$ cat config.mk
export PLATFORM = sky130hd
export DESIGN_NAME = xrv1_mul_iter
export DESIGN_NICKNAME = d
export VERILOG_FILES = /design/src/rtl/xrv1_mul_pkg.sv /design/src/rtl/xrv1_mul_pp_step.sv /design/src/rtl/xrv1_mul_iter.sv
export SDC_FILE = /design/constraint.sdc
export NUM_CORES = 1
export LEC_CHECK = 0
export CORE_MARGIN = 2
export CORE_UTILIZATION = 25
export DETAILED_ROUTE_END_ITERATION = 8
export PLACE_DENSITY = 0.53
export SLEW_MARGIN = 20
export SYNTH_ARGS = -nofsm -noshare
export SYNTH_HDL_FRONTEND = slang
export SYNTH_SLANG_ARGS = --single-unit
$ cat constraint.sdc
create_clock -name clk_i -period 5.65 [get_ports clk_i]
set_input_delay 0.8475 -clock clk_i [delete_from_list [all_inputs] [get_ports clk_i]]
set_output_delay 0.8475 -clock clk_i [all_outputs]
set_load 0.02 [all_outputs]
$ cat src/rtl/xrv1_mul_pkg.sv
`default_nettype none
// ============================================================================
// Module      : xrv1_mul_pkg
// Description : Shared types and helpers for the xrv1 iterative multiplier:
//               opcode encoding, FSM state encoding and per-opcode
//               operand signedness.
// Revision    : 1.0 - initial release
// ============================================================================
package xrv1_mul_pkg;

  // Opcode encoding as presented by the execution stage
  typedef enum logic [1:0] {
    MUL_OPC_MUL    = 2'b00,
    MUL_OPC_MULH   = 2'b01,
    MUL_OPC_MULHSU = 2'b10,
    MUL_OPC_MULHU  = 2'b11
  } mul_opc_e;

  // Sequencer states
  typedef enum logic [1:0] {
    MUL_ST_IDLE = 2'b00,
    MUL_ST_CALC = 2'b01,
    MUL_ST_FIX  = 2'b10,
    MUL_ST_DONE = 2'b11
  } mul_state_e;

  // rs1 is interpreted as two's complement for MULH and MULHSU
  function automatic logic mul_src0_signed(input mul_opc_e opc);
    return (opc == MUL_OPC_MULH) || (opc == MUL_OPC_MULHSU);
  endfunction

  // rs2 is interpreted as two's complement only for MULH
  function automatic logic mul_src1_signed(input mul_opc_e opc);
    return (opc == MUL_OPC_MULH);
  endfunction

  // MUL returns the low half of the product, all others the high half
  function automatic logic mul_opc_is_low(input mul_opc_e opc);
    return (opc == MUL_OPC_MUL);
  endfunction

endpackage : xrv1_mul_pkg
`default_nettype wire

$ cat src/rtl/xrv1_mul_pp_step.sv
`default_nettype none
// ============================================================================
// Module      : xrv1_mul_pp_step
// Description : One radix-2^K step of a shift-right multiplier. The low half
//               of the accumulator holds the not-yet-consumed multiplier bits;
//               its low K bits select the partial product, which is added to
//               the high half, and the whole 2W value shifts right by K.
//               After W/K steps the accumulator holds the full 2W product.
// Revision    : 1.0 - initial release
// ============================================================================
module xrv1_mul_pp_step #(
  parameter int DATA_WIDTH_P     = 32,
  parameter int BITS_PER_CYCLE_P = 4
) (
  input  logic [2*DATA_WIDTH_P-1:0] acc_i,
  input  logic [DATA_WIDTH_P-1:0]   mcand_i,
  output logic [2*DATA_WIDTH_P-1:0] acc_o
);

  localparam int c_W = DATA_WIDTH_P;
  localparam int c_K = BITS_PER_CYCLE_P;

  logic [c_W+c_K-1:0] w_pp;
  logic [c_W+c_K-1:0] w_sum;

  // Partial product, add into the upper half, then retire K bits to the right.
  // The sum cannot overflow W+K bits: (2^W-1) + (2^W-1)*(2^K-1) < 2^(W+K).
  always_comb begin
    w_pp  = {{c_K{1'b0}}, mcand_i} * {{c_W{1'b0}}, acc_i[c_K-1:0]};
    w_sum = {{c_K{1'b0}}, acc_i[2*c_W-1:c_W]} + w_pp;
    acc_o = {w_sum, acc_i[c_W-1:c_K]};
  end

endmodule : xrv1_mul_pp_step
`default_nettype wire

$ cat src/rtl/xrv1_mul_iter.sv
`default_nettype none
// ============================================================================
// Module      : xrv1_mul_iter
// Description : Iterative RV32M/RV64M multiplier (MUL/MULH/MULHSU/MULHU).
//               Operands are converted to magnitudes on accept, multiplied
//               unsigned at BITS_PER_CYCLE_P bits per cycle, then the sign is
//               restored on the full double-width product. Carries an
//               instruction tag and honours a pipeline kill.
// Revision    : 1.0 - initial release
// ============================================================================
module xrv1_mul_iter #(
  parameter int DATA_WIDTH_P     = 32,
  parameter int ITAG_WIDTH_P     = 4,
  parameter int BITS_PER_CYCLE_P = 4
) (
  input  logic                    clk_i,
  input  logic                    rst_i,
  input  logic                    mul_req_i,
  output logic                    mul_rdy_o,
  input  logic                    mul_kill_i,
  input  logic [1:0]              mul_opc_i,
  input  logic [DATA_WIDTH_P-1:0] mul_src0_i,
  input  logic [DATA_WIDTH_P-1:0] mul_src1_i,
  input  logic [ITAG_WIDTH_P-1:0] mul_itag_i,
  output logic                    mul_res_vld_o,
  output logic [DATA_WIDTH_P-1:0] mul_res_o,
  output logic [ITAG_WIDTH_P-1:0] mul_itag_o
);

  import xrv1_mul_pkg::*;

  localparam int c_W      = DATA_WIDTH_P;
  localparam int c_ITERS  = DATA_WIDTH_P / BITS_PER_CYCLE_P;
  localparam int c_CNT_W  = (c_ITERS > 1) ? $clog2(c_ITERS) : 1;
  localparam logic [c_CNT_W-1:0] c_CNT_LAST = c_CNT_W'(c_ITERS - 1);

  // Sequencer
  mul_state_e r_state;
  mul_state_e w_state_nxt;
  logic [c_CNT_W-1:0] r_cnt;

  // Datapath. The low half of r_acc starts out holding the multiplier
  // magnitude and is shifted out as the product bits shift in.
  logic [c_W-1:0]   r_mcand;
  logic [2*c_W-1:0] r_acc;
  logic             r_neg;
  mul_opc_e         r_opc;
  logic [ITAG_WIDTH_P-1:0] r_itag;

  // Result-side registers
  logic [c_W-1:0]          r_res;
  logic [ITAG_WIDTH_P-1:0] r_itag_res;

  // Combinational helpers
  logic             w_accept;
  mul_opc_e         w_opc;
  logic             w_sign0;
  logic             w_sign1;
  logic [c_W-1:0]   w_mag0;
  logic [c_W-1:0]   w_mag1;
  logic [2*c_W-1:0] w_acc_step;
  logic [2*c_W-1:0] w_prod;
  logic [c_W-1:0]   w_res_sel;

  xrv1_mul_pp_step #(
    .DATA_WIDTH_P     (DATA_WIDTH_P),
    .BITS_PER_CYCLE_P (BITS_PER_CYCLE_P)
  ) u_pp_step (
    .acc_i   (r_acc),
    .mcand_i (r_mcand),
    .acc_o   (w_acc_step)
  );

  // State register
  always_ff @(posedge clk_i) begin
    if (rst_i) begin
      r_state <= MUL_ST_IDLE;
    end else begin
      r_state <= w_state_nxt;
    end
  end

  // Next-state, handshake and result-valid decode
  always_comb begin
    w_state_nxt   = r_state;
    mul_rdy_o     = 1'b0;
    mul_res_vld_o = 1'b0;
    case (r_state)
      MUL_ST_IDLE: begin
        mul_rdy_o = 1'b1;
        if (mul_req_i) begin
          w_state_nxt = MUL_ST_CALC;
        end
      end
      MUL_ST_CALC: begin
        if (mul_kill_i) begin
          w_state_nxt = MUL_ST_IDLE;
        end else if (r_cnt == c_CNT_LAST) begin
          w_state_nxt = MUL_ST_FIX;
        end
      end
      MUL_ST_FIX: begin
        w_state_nxt = mul_kill_i ? MUL_ST_IDLE : MUL_ST_DONE;
      end
      MUL_ST_DONE: begin
        // A kill here only suppresses this result; a request in the same
        // cycle is a new operation and is still accepted.
        mul_rdy_o     = 1'b1;
        mul_res_vld_o = ~mul_kill_i;
        w_state_nxt   = mul_req_i ? MUL_ST_CALC : MUL_ST_IDLE;
      end
      default: begin
        w_state_nxt = MUL_ST_IDLE;
      end
    endcase
  end

  assign w_accept = mul_req_i & mul_rdy_o;

  // Operand conditioning: signed inputs become magnitudes plus a product sign.
  // The most negative value maps onto itself, which is the correct unsigned
  // magnitude. MUL never negates, so the low half is sign-agnostic.
  always_comb begin
    w_opc   = mul_opc_e'(mul_opc_i);
    w_sign0 = mul_src0_signed(w_opc) & mul_src0_i[c_W-1];
    w_sign1 = mul_src1_signed(w_opc) & mul_src1_i[c_W-1];
    w_mag0  = w_sign0 ? (~mul_src0_i + 1'b1) : mul_src0_i;
    w_mag1  = w_sign1 ? (~mul_src1_i + 1'b1) : mul_src1_i;
  end

  // Sign restore on the full product, then half selection
  always_comb begin
    w_prod    = r_neg ? (~r_acc + 1'b1) : r_acc;
    w_res_sel = mul_opc_is_low(r_opc) ? w_prod[c_W-1:0] : w_prod[2*c_W-1:c_W];
  end

  // Operand capture on accept and one multiply step per CALC cycle
  always_ff @(posedge clk_i) begin
    if (rst_i) begin
      r_cnt   <= '0;
      r_mcand <= '0;
      r_acc   <= '0;
      r_neg   <= 1'b0;
      r_opc   <= MUL_OPC_MUL;
      r_itag  <= '0;
    end else if (w_accept) begin
      r_cnt   <= '0;
      r_mcand <= w_mag0;
      r_acc   <= {{c_W{1'b0}}, w_mag1};
      r_neg   <= w_sign0 ^ w_sign1;
      r_opc   <= w_opc;
      r_itag  <= mul_itag_i;
    end else if (r_state == MUL_ST_CALC) begin
      r_acc   <= w_acc_step;
      r_cnt   <= r_cnt + c_CNT_W'(1);
    end
  end

  // Result and tag registers load in FIX unless the operation is killed,
  // so the outputs keep their last delivered values otherwise.
  always_ff @(posedge clk_i) begin
    if (rst_i) begin
      r_res      <= '0;
      r_itag_res <= '0;
    end else if ((r_state == MUL_ST_FIX) && !mul_kill_i) begin
      r_res      <= w_res_sel;
      r_itag_res <= r_itag;
    end
  end

  assign mul_res_o  = r_res;
  assign mul_itag_o = r_itag_res;

endmodule : xrv1_mul_iter
`default_nettype wire

After elaboration in Yosys (flattened, before gate mapping)
Cells that the tools add are included.
{"block": "totals", "rom_bits": 0, "out_inout_bits": 38, "latch_bits": 0, "in_bits": 74, "ramBits": 0, "register_bits": 144, "memories": 0}
{"block": "classes", "reduce_logical": 9, "shifts": 0, "n_div": 0, "eq_ne": 8, "multipliers": 1, "n_lt_le_gt_ge": 0, "add_sub_neg": 5, "mux": 14, "bitwise": 8}
{"cell": "32-bit 2-to-1 mux", "n": 5}
{"cell": "32-bit by 1-bit adder with 32-bit output (second input constant)", "n": 2}
{"cell": "64-bit by 1-bit adder with 64-bit output (second input constant)", "n": 1}
{"cell": "64-bit 2-to-1 mux", "n": 1}
{"cell": "32-bit NOT", "n": 2}
{"cell": "64-bit NOT", "n": 1}
{"cell": "32-bit by 36-bit adder with 36-bit output", "n": 1}
{"cell": "32-bit by 4-bit multiplier with 36-bit output", "n": 1}
{"cell": "2-bit 2-to-1 mux", "n": 4}
{"cell": "2-bit one-hot mux with 4 select lines", "n": 1}
{"cell": "2-bit == test (second input constant)", "n": 3}
{"cell": "2-bit by 1-bit == test with 1-bit output (second input constant)", "n": 2}
{"cell": "2-bit logical NOT", "n": 2}
{"cell": "2-bit OR reduction", "n": 2}
{"cell": "3-bit by 1-bit adder with 3-bit output (second input constant)", "n": 1}
{"cell": "1-bit AND", "n": 3}
{"cell": "3-bit == test (second input constant)", "n": 1}
{"cell": "1-bit 2-to-1 mux", "n": 3}
{"cell": "3-bit != test (second input constant)", "n": 1}
{"cell": "2-bit != test (second input constant)", "n": 1}
{"cell": "2-bit AND reduction", "n": 1}
{"cell": "2-bit nonzero test", "n": 1}
{"cell": "1-bit logical AND", "n": 1}
{"cell": "1-bit logical NOT", "n": 1}
{"cell": "3 further kinds", "n": 3}

Logic depth before layout (Yosys ltp)
Gate-level depths: netlist of the first run.
{"block": "logic_depth", "word_depth": 5, "depth_mapped": 19}

Modules after synthesis
Synthesis of the first run repeated with hierarchy kept, for this count alone.
{"block": "hier_totals", "hier_cells": 1769, "area_unflattened_um2": 14159.8}
{"module": "xrv1_mul_iter", "n_inst": 1, "area_each_um2": 8669.6, "seq_area_each_um2": 2882.8, "cells_each": 1075}
{"module": "xrv1_mul_pp_step", "n_inst": 1, "area_each_um2": 5490.3, "seq_area_each_um2": 0.0, "cells_each": 694}

Least setup slack after synthesis of the first run
Ideal clock, no wire load.
{"block": "synth_path", "path_kind": "flip-flop to flip-flop", "start": "register r_acc[2]", "end": "register r_acc[62]", "arrival_ps": 4547, "stages_incl_launch_ff": 19, "n_path_buf": 3, "setup_ps": 120, "slack_ps": 983, "required_time_ps": 5530, "path_cell_list": "dfxtp_1 clkbuf_1 clkbuf_1 and2_1 fa_1 fa_1 inv_1 fa_1 inv_1 ha_1 nand3_1 o221ai_1 a21oi_1 a21oi_1 nor2b_1 clkbuf_1 o41ai_1 nor2_1 a211o_1"}
{"block": "synth_via", "elab_chain_cells": 2}
{"element": "start, declared", "line": "xrv1_mul_iter.sv:45", "text": "logic [2*c_W-1:0] r_acc;"}
{"element": "start signal, assigned", "line": "xrv1_mul_iter.sv:149", "text": "r_acc <= {{c_W{1'b0}}, w_mag1};"}
{"element": "start signal, assigned", "line": "xrv1_mul_iter.sv:154", "text": "r_acc <= w_acc_step;"}
{"element": "32-bit by 4-bit multiplier with 36-bit output", "line": "xrv1_mul_pp_step.sv:29", "text": "w_pp = {{c_K{1'b0}}, mcand_i} * {{c_W{1'b0}}, acc_i[c_K-1:0]};"}
{"element": "32-bit by 36-bit adder with 36-bit output", "line": "xrv1_mul_pp_step.sv:30", "text": "w_sum = {{c_K{1'b0}}, acc_i[2*c_W-1:c_W]} + w_pp;"}
Every way passes these cells.
A chain may end at the register's enable or synchronous reset.

Worst setup path after layout of the first run
{"block": "layout_path", "start": "register r_acc[3]", "end": "register r_acc[56]"}
Same word-level chain as after synthesis.

==> results of run 1 <==
## kinds of logic (layout without fill, tap and decap cells)
| group | Yosys count | count (layout) |
|---|---|---|
| AND/OR/NAND/NOR | 595 | 595 |
| AO/OA/AOI/OAI | 390 | 390 |
| buffers and inverters | 249 | 324 |
| adder cells (fa/ha/maj) | 146 | 146 |
| flip-flops | 144 | 144 |
| XOR/XNOR | 123 | 123 |
| multiplexers | 39 | 39 |
| other | 0 | 1 |
## state kept, by name (all words and copies together) (netlist names), 2 cells and up
signal,cells
r_acc,64
r_mcand,32
mul_itag_o,4
r_itag,4
r_cnt,3
mul_res_o,32
r_opc,2
r_state,2
## routing by layer
| layer | global-route usage [%] | part of all wire (%) |
|---|---|---|
| met5 | 0 | 0 |
| met4 | 5.04 | 2.2 |
| met3 | 1.77 | 3.5 |
| met2 | 24.9 | 46 |
| met1 | 21.2 | 48 |
## where the power goes
group	switching, mW	total (mW)	internal [mW]
Combinational	0.742	1.24	0.500
Sequential	0.134	1.23	1.10
Clock	0.521	1.14	0.618
## worst max-delay path: stages (launching register included)
cell	delay (ns)
dfxtp_1	0.78
and2_1	0.25
fa_1	0.42
fa_1	0.54
inv_1	0.05
fa_1	0.50
inv_1	0.04
ha_1	0.35
nand3_1	0.19
o221ai_1	0.23
a21oi_1	0.46
a2111oi_0	0.22
buf_4	0.17
a311o_1	0.35
o31a_1	0.26
xnor2_1	0.22
o21ai_0	0.11
## worst min path at each step
stage	start	end	slack, ns	cells past startpoint
floorplan	r_itag[2]	mul_itag_o[2]	0.43	2
global placement	r_itag[1]	mul_itag_o[1]	0.44	2
detailed placement	mul_res_o[19]	mul_res_o[19]	0.45	2
CTS	mul_res_o[19]	mul_res_o[19]	0.46	2
global route	r_itag[1]	mul_itag_o[1]	0.48	2
finish	mul_res_o[19]	mul_res_o[19]	0.45	2
## metrics by stage
stage / worst slack, ns / area (um^2) / total power [mW] / cells
2_1_floorplan: 0.983 / 13500 / 2.11 / 1686
3_5_place_dp: 0.332 / 15400 / 2.49 / 2426
6_report: 0.361 / 15900 / 3.61 / 2458
5_1_grt: 0.0213 / 15900 / 3.85 / 2458
4_1_cts: 0.286 / 15900 / 3.64 / 2457
3_3_place_gp: 0.325 / 15400 / 2.48 / 2426
## layout by cell type (no fill, tap or decap), types with 10 or more instances in the layout
| master | Yosys | layout |
|---|---|---|
| nor2_1 | 134 | 132 |
| clkdlybuf4s50_1 | 0 | 110 |
| o41ai_1 | 15 | 14 |
| nand3_1 | 25 | 25 |
| nor2b_1 | 23 | 21 |
| xor2_1 | 46 | 46 |
| fa_1 | 91 | 91 |
| a21o_1 | 19 | 19 |
| a31oi_1 | 10 | 10 |
| mux2i_1 | 38 | 38 |
| nand4_1 | 13 | 13 |
| a211oi_1 | 64 | 64 |
| a21oi_1 | 88 | 88 |
| o211ai_1 | 13 | 13 |
| o31ai_1 | 21 | 21 |
| buf_4 | 2 | 24 |
| xnor2_1 | 77 | 77 |
| a311oi_1 | 12 | 12 |
| nor3_1 | 27 | 27 |
| or3_1 | 17 | 17 |
| or4_1 | 10 | 10 |
| clkbuf_16 | 0 | 17 |
| dfxtp_1 | 144 | 143 |
| nand2b_1 | 14 | 14 |
| o21ai_0 | 81 | 81 |
| ha_1 | 55 | 54 |
| nand2_1 | 150 | 149 |
| inv_1 | 157 | 157 |
| nor4_1 | 16 | 16 |
| and2_1 | 118 | 118 |
## final cells by class
| type | instances | area share, % |
|---|---|---|
| clock inverter | 14 | 0.903 |
| clock buffer | 17 | 2.67 |
| multi-input combinational | 1293 | 60.9 |
| inverter | 157 | 3.70 |
| sequential | 144 | 18.1 |
| timing repair buffer | 136 | 8.29 |
| antenna | 1 | 0.0157 |
| tap | 696 | 5.46 |
==> flow_summary.ini, run 1 <==
[worst_setup_path]
crit_type = reg2reg
crit_path_end_kind = flip-flop
r2r_cells = 16
required_ns = 5.98
worst_ep_arrival_time_ns = 5.61
critical_path.startpoint = r_acc[3]
path_max_fanout = 22
worst-r2r-setup-slack_ns = 0.36
critPathLaunchType = flip-flop
rr_startpoint = r_acc[3]
timing.critical_path.to = r_acc[56]
regToRegEndpoint = r_acc[56]

[global_routing]
grt_pass1_wl_um = 67700
grt_pass1_vias = 11600
gr-usage-all-layers_pct = 15.3
grt_max_degree = 86
grt.overflow.total = 0
antenna_found_initial = 1

[timing]
hold_viol = 0
tightest_slew_ns = 1.01
period_share_pct = 93.6
clock.fmax_mhz = 189
clock_skew_ns = 0.0164
post-route-min-period_ns = 5.29
rsz0062_at_grt = false
setup_violations = 0
slew_viol_final = 0
whs_ns = 0.453
maxSlewHeadroom_pct = 32.5
fin_setup_tns_ns = 0

[layout]
fin_util_pct = 29.7
seqCellArea_um2 = 2880
multi_input_area_um2 = 9700
drive_above_1_share_pct = 5.34
nets = 1969
fillers = 5777
syn_to_final_growth_pct = 18.0

[synth]
synth.most_common_cell = inv_1
synth_compound_area_share_pct = 19.3
synth-xor-area-share_pct = 7.97
synth_top_area_cell = dfxtp_1
synth_nets = 1906
synthAdderAreaFrac_pct = 18.6
synth_top_area_share_pct = 21.3
ys_seq_area_share_pct = 21.3
synth_ff_type = dfxtp_1
synth-seq-cells = 144
yosysWarnings = 0
synthTopCellsByArea = dfxtp_1, fa_1, and2_1, ha_1, xnor2_1
yosysUniqueCellTypes = 81
netlist_area_um2 = 13500
synth_top_family_by_area = simple AND/OR/NAND/NOR gates
synth_common_cells = inv_1, nand2_1, dfxtp_1, nor2_1, and2_1
muxShareOfSynthArea_pct = 2.90
synth_edf_count = 0
yosys.area_share.simple_pct = 22.8
async_reset_ff_share_pct = 0
avgSynthCellArea_um2 = 8.01
synth_cells = 1686

[run_status]
status = finished, final reports clean

[hold_path]
min_path_type = reg2reg

[die]
die_x_um = 236
rows = 85
initial_core_util_pct = 25.2
dieArea_um2 = 55900
top_level_ports = 112
die_h_um = 236
core_area_um2 = 53600

[cts]
clock_path_buffers = 2
cts_made_buffers = 17
clock_latency_ns = 0.46
cts-root-buf = clkbuf_16
ctsResizeCount = 0
clk_pin_slew_ns = 0.07
cts_tree = built
cts_hold_buf = 0
cts_max_level = 4
clock-sinks = 144
post-cts-setup-buffer-count = 0

[detailed_routing]
firstDrtPassIters = 5
drt_iter0_drc = 732
drt-total-wl_um = 42500
wire_per_inst_um = 17.3
drc = 0
ant_nets = 0
vias = 12000
vias_per_cell = 4.89

[run]
max_cap_viol_count = 0

[placement]
io_buffers = 111
dp_hpwl_um = 34300
gp_congestion = 0.855

[power]
p_per_area_nw_per_um2 = 226
irDropWorstVdd_mv = 0.228
power.leakage_nw = 6.44
No activity file was read; power rests on OpenSTA's default activity.
==> run 2, diff against run 1 <==
Settings changed: CELL_PAD_IN_SITES_DETAIL_PLACEMENT from default to 1, CELL_PAD_IN_SITES_GLOBAL_PLACEMENT from default to 2, CORE_UTILIZATION 25 to 36, PLACE_DENSITY 0.53 to 0.94.
==> flow_summary.ini, run 2 (synthesis gave the netlist of run 1 again) <==
[hold_path]
min_path_type = reg2reg

[detailed_routing]
wire_per_inst_um = 20.2
drc = 0
drt-total-wl_um = 45000
vias_per_cell = 5.58
ant_nets = 0
drt_iter0_drc = 757
vias = 12500
firstDrtPassIters = 5

[cts]
cts_made_buffers = 17
cts_tree = built
cts_hold_buf = 0
clk_pin_slew_ns = 0.07
clock-sinks = 144
cts-root-buf = clkbuf_16
cts_max_level = 4
clock_latency_ns = 0.45
clock_path_buffers = 2

[timing]
worst_slack_ns = 0.417
maxSlewHeadroom_pct = 29.6
slew_viol_final = 0
post-route-min-period_ns = 5.23
hold_viol = 0
clock_skew_ns = 0.0149
rsz0062_at_grt = false
fin_setup_tns_ns = 0
tightest_slew_ns = 1.05
setup_violations = 0
period_share_pct = 92.6
clock.fmax_mhz = 191

[layout]
largest_register_ffs = 64
mostFrequentLayoutCell = inv_1
syn_to_final_growth_pct = 15.8
nets = 1971
drive_above_1_share_pct = 5.50
num_antenna_cells = 0
top_register = r_acc
final_cell_mix = inv_1, nand2_1, dfxtp_1, nor2_1, and2_1

[placement]
pre_cts_slack_ns = 0.350
io_buffers = 111
gp_congestion = 0.876
dp_hpwl_um = 35700

[global_routing]
grt_pass1_vias = 13000
grt_pass1_wl_um = 72200
antenna_found_initial = 0
grt_max_degree = 89
grt.overflow.total = 0
gr-usage-all-layers_pct = 23.4

[die]
core_area_um2 = 36800
die_x_um = 198
dieArea_um2 = 39100
rows = 70
die_h_um = 198
top_level_ports = 112
initial_core_util_pct = 36.7

[worst_setup_path]
worst-r2r-setup-slack_ns = 0.42
cp_common_cell = fa_1
crit_path_end_kind = flip-flop
crit_type = reg2reg
slowest_stage = dfxtp_1
path_max_fanout = 18
path_cells = buf_4 > and2_1 > fa_1 > fa_1 > inv_1 > fa_1 > inv_1 > ha_1 > a21o_1 > a31o_2 > a31oi_1 > nand2_1 > o41ai_1 > o21ai_0 > nand4b_1 > o211ai_1
cp_slowest_stage_delay_ns = 0.71
required_ns = 5.96
worst_ep_arrival_time_ns = 5.55
critPathLaunchType = flip-flop

[run_status]
status = finished, final reports clean

[run]
max_cap_viol_count = 0

[power]
power.leakage_nw = 6.43
irDropWorstVdd_mv = 0.238
p_per_area_nw_per_um2 = 234
## run 2: cell count changes in the layout (fill, tap and decap cells not counted), sizes merged
cell	delta
buf	+2
clkbuf	+2
diode	-1
inv	-2
## run 2: critical path: cells and delay by family (launching register included)
kind,cells,cell delay [ns]
flops,1,0.71
compound gates,6,1.64
buf+inv,3,0.42
fa+ha+maj,4,1.90
simple gates,3,0.42
## run 2: cell type report
type                       instances  area [um^2]
timing repair buffer             138         1310
clock buffer                      19          453
fill                            4442        21100
inverter                         157          589
tap                              468          586
multi-input combinational       1293         9690
sequential                       144         2890
clock inverter                    12          124
## run 2: worst paths after layout
kind                            cells after the start           from       endpoint
worst max-delay path                               16       r_acc[1]      r_acc[63]
worst min-delay path                                2  mul_res_o[19]  mul_res_o[19]
worst max register to register                     16       r_acc[1]      r_acc[63]
worst min register to register                      2  mul_res_o[19]  mul_res_o[19]
## run 2: power by group
| group | switching [mW] | internal, mW |
|---|---|---|
| Combinational | 0.761 | 0.499 |
| Sequential | 0.158 | 1.10 |
| Clock | 0.513 | 0.638 |
## run 2: metrics by stage
stage	area [um^2]	utilization [%]	power, mW	hold WS (ns)	std cells
floorplan	13500	-	2.11	0.432	1686
global placement	15100	40.9	2.47	0.438	2200
detailed placement	15100	40.9	2.52	0.449	2200
CTS	15600	42.5	3.68	0.459	2231
global route	15600	42.5	3.87	0.478	2231
finish	15600	42.5	3.67	0.452	2231
## run 2: per-layer routing
metal | global-route usage (%) | part of all wire (%) | vias up
met1 | 32.2 | 47 | 6227
met5 | 0 | 0 | -
met2 | 38.8 | 47 | 240
met3 | 2.59 | 3.2 | 61
met4 | 6.71 | 2.1 | 0
li1 | - | - | 5932
## run 2: what timing repair did
item                                    in CTS  in global routing
buffers inserted                             0                  0
endpoints found under the setup margin       0                  1
gates resized for setup                      0                  1
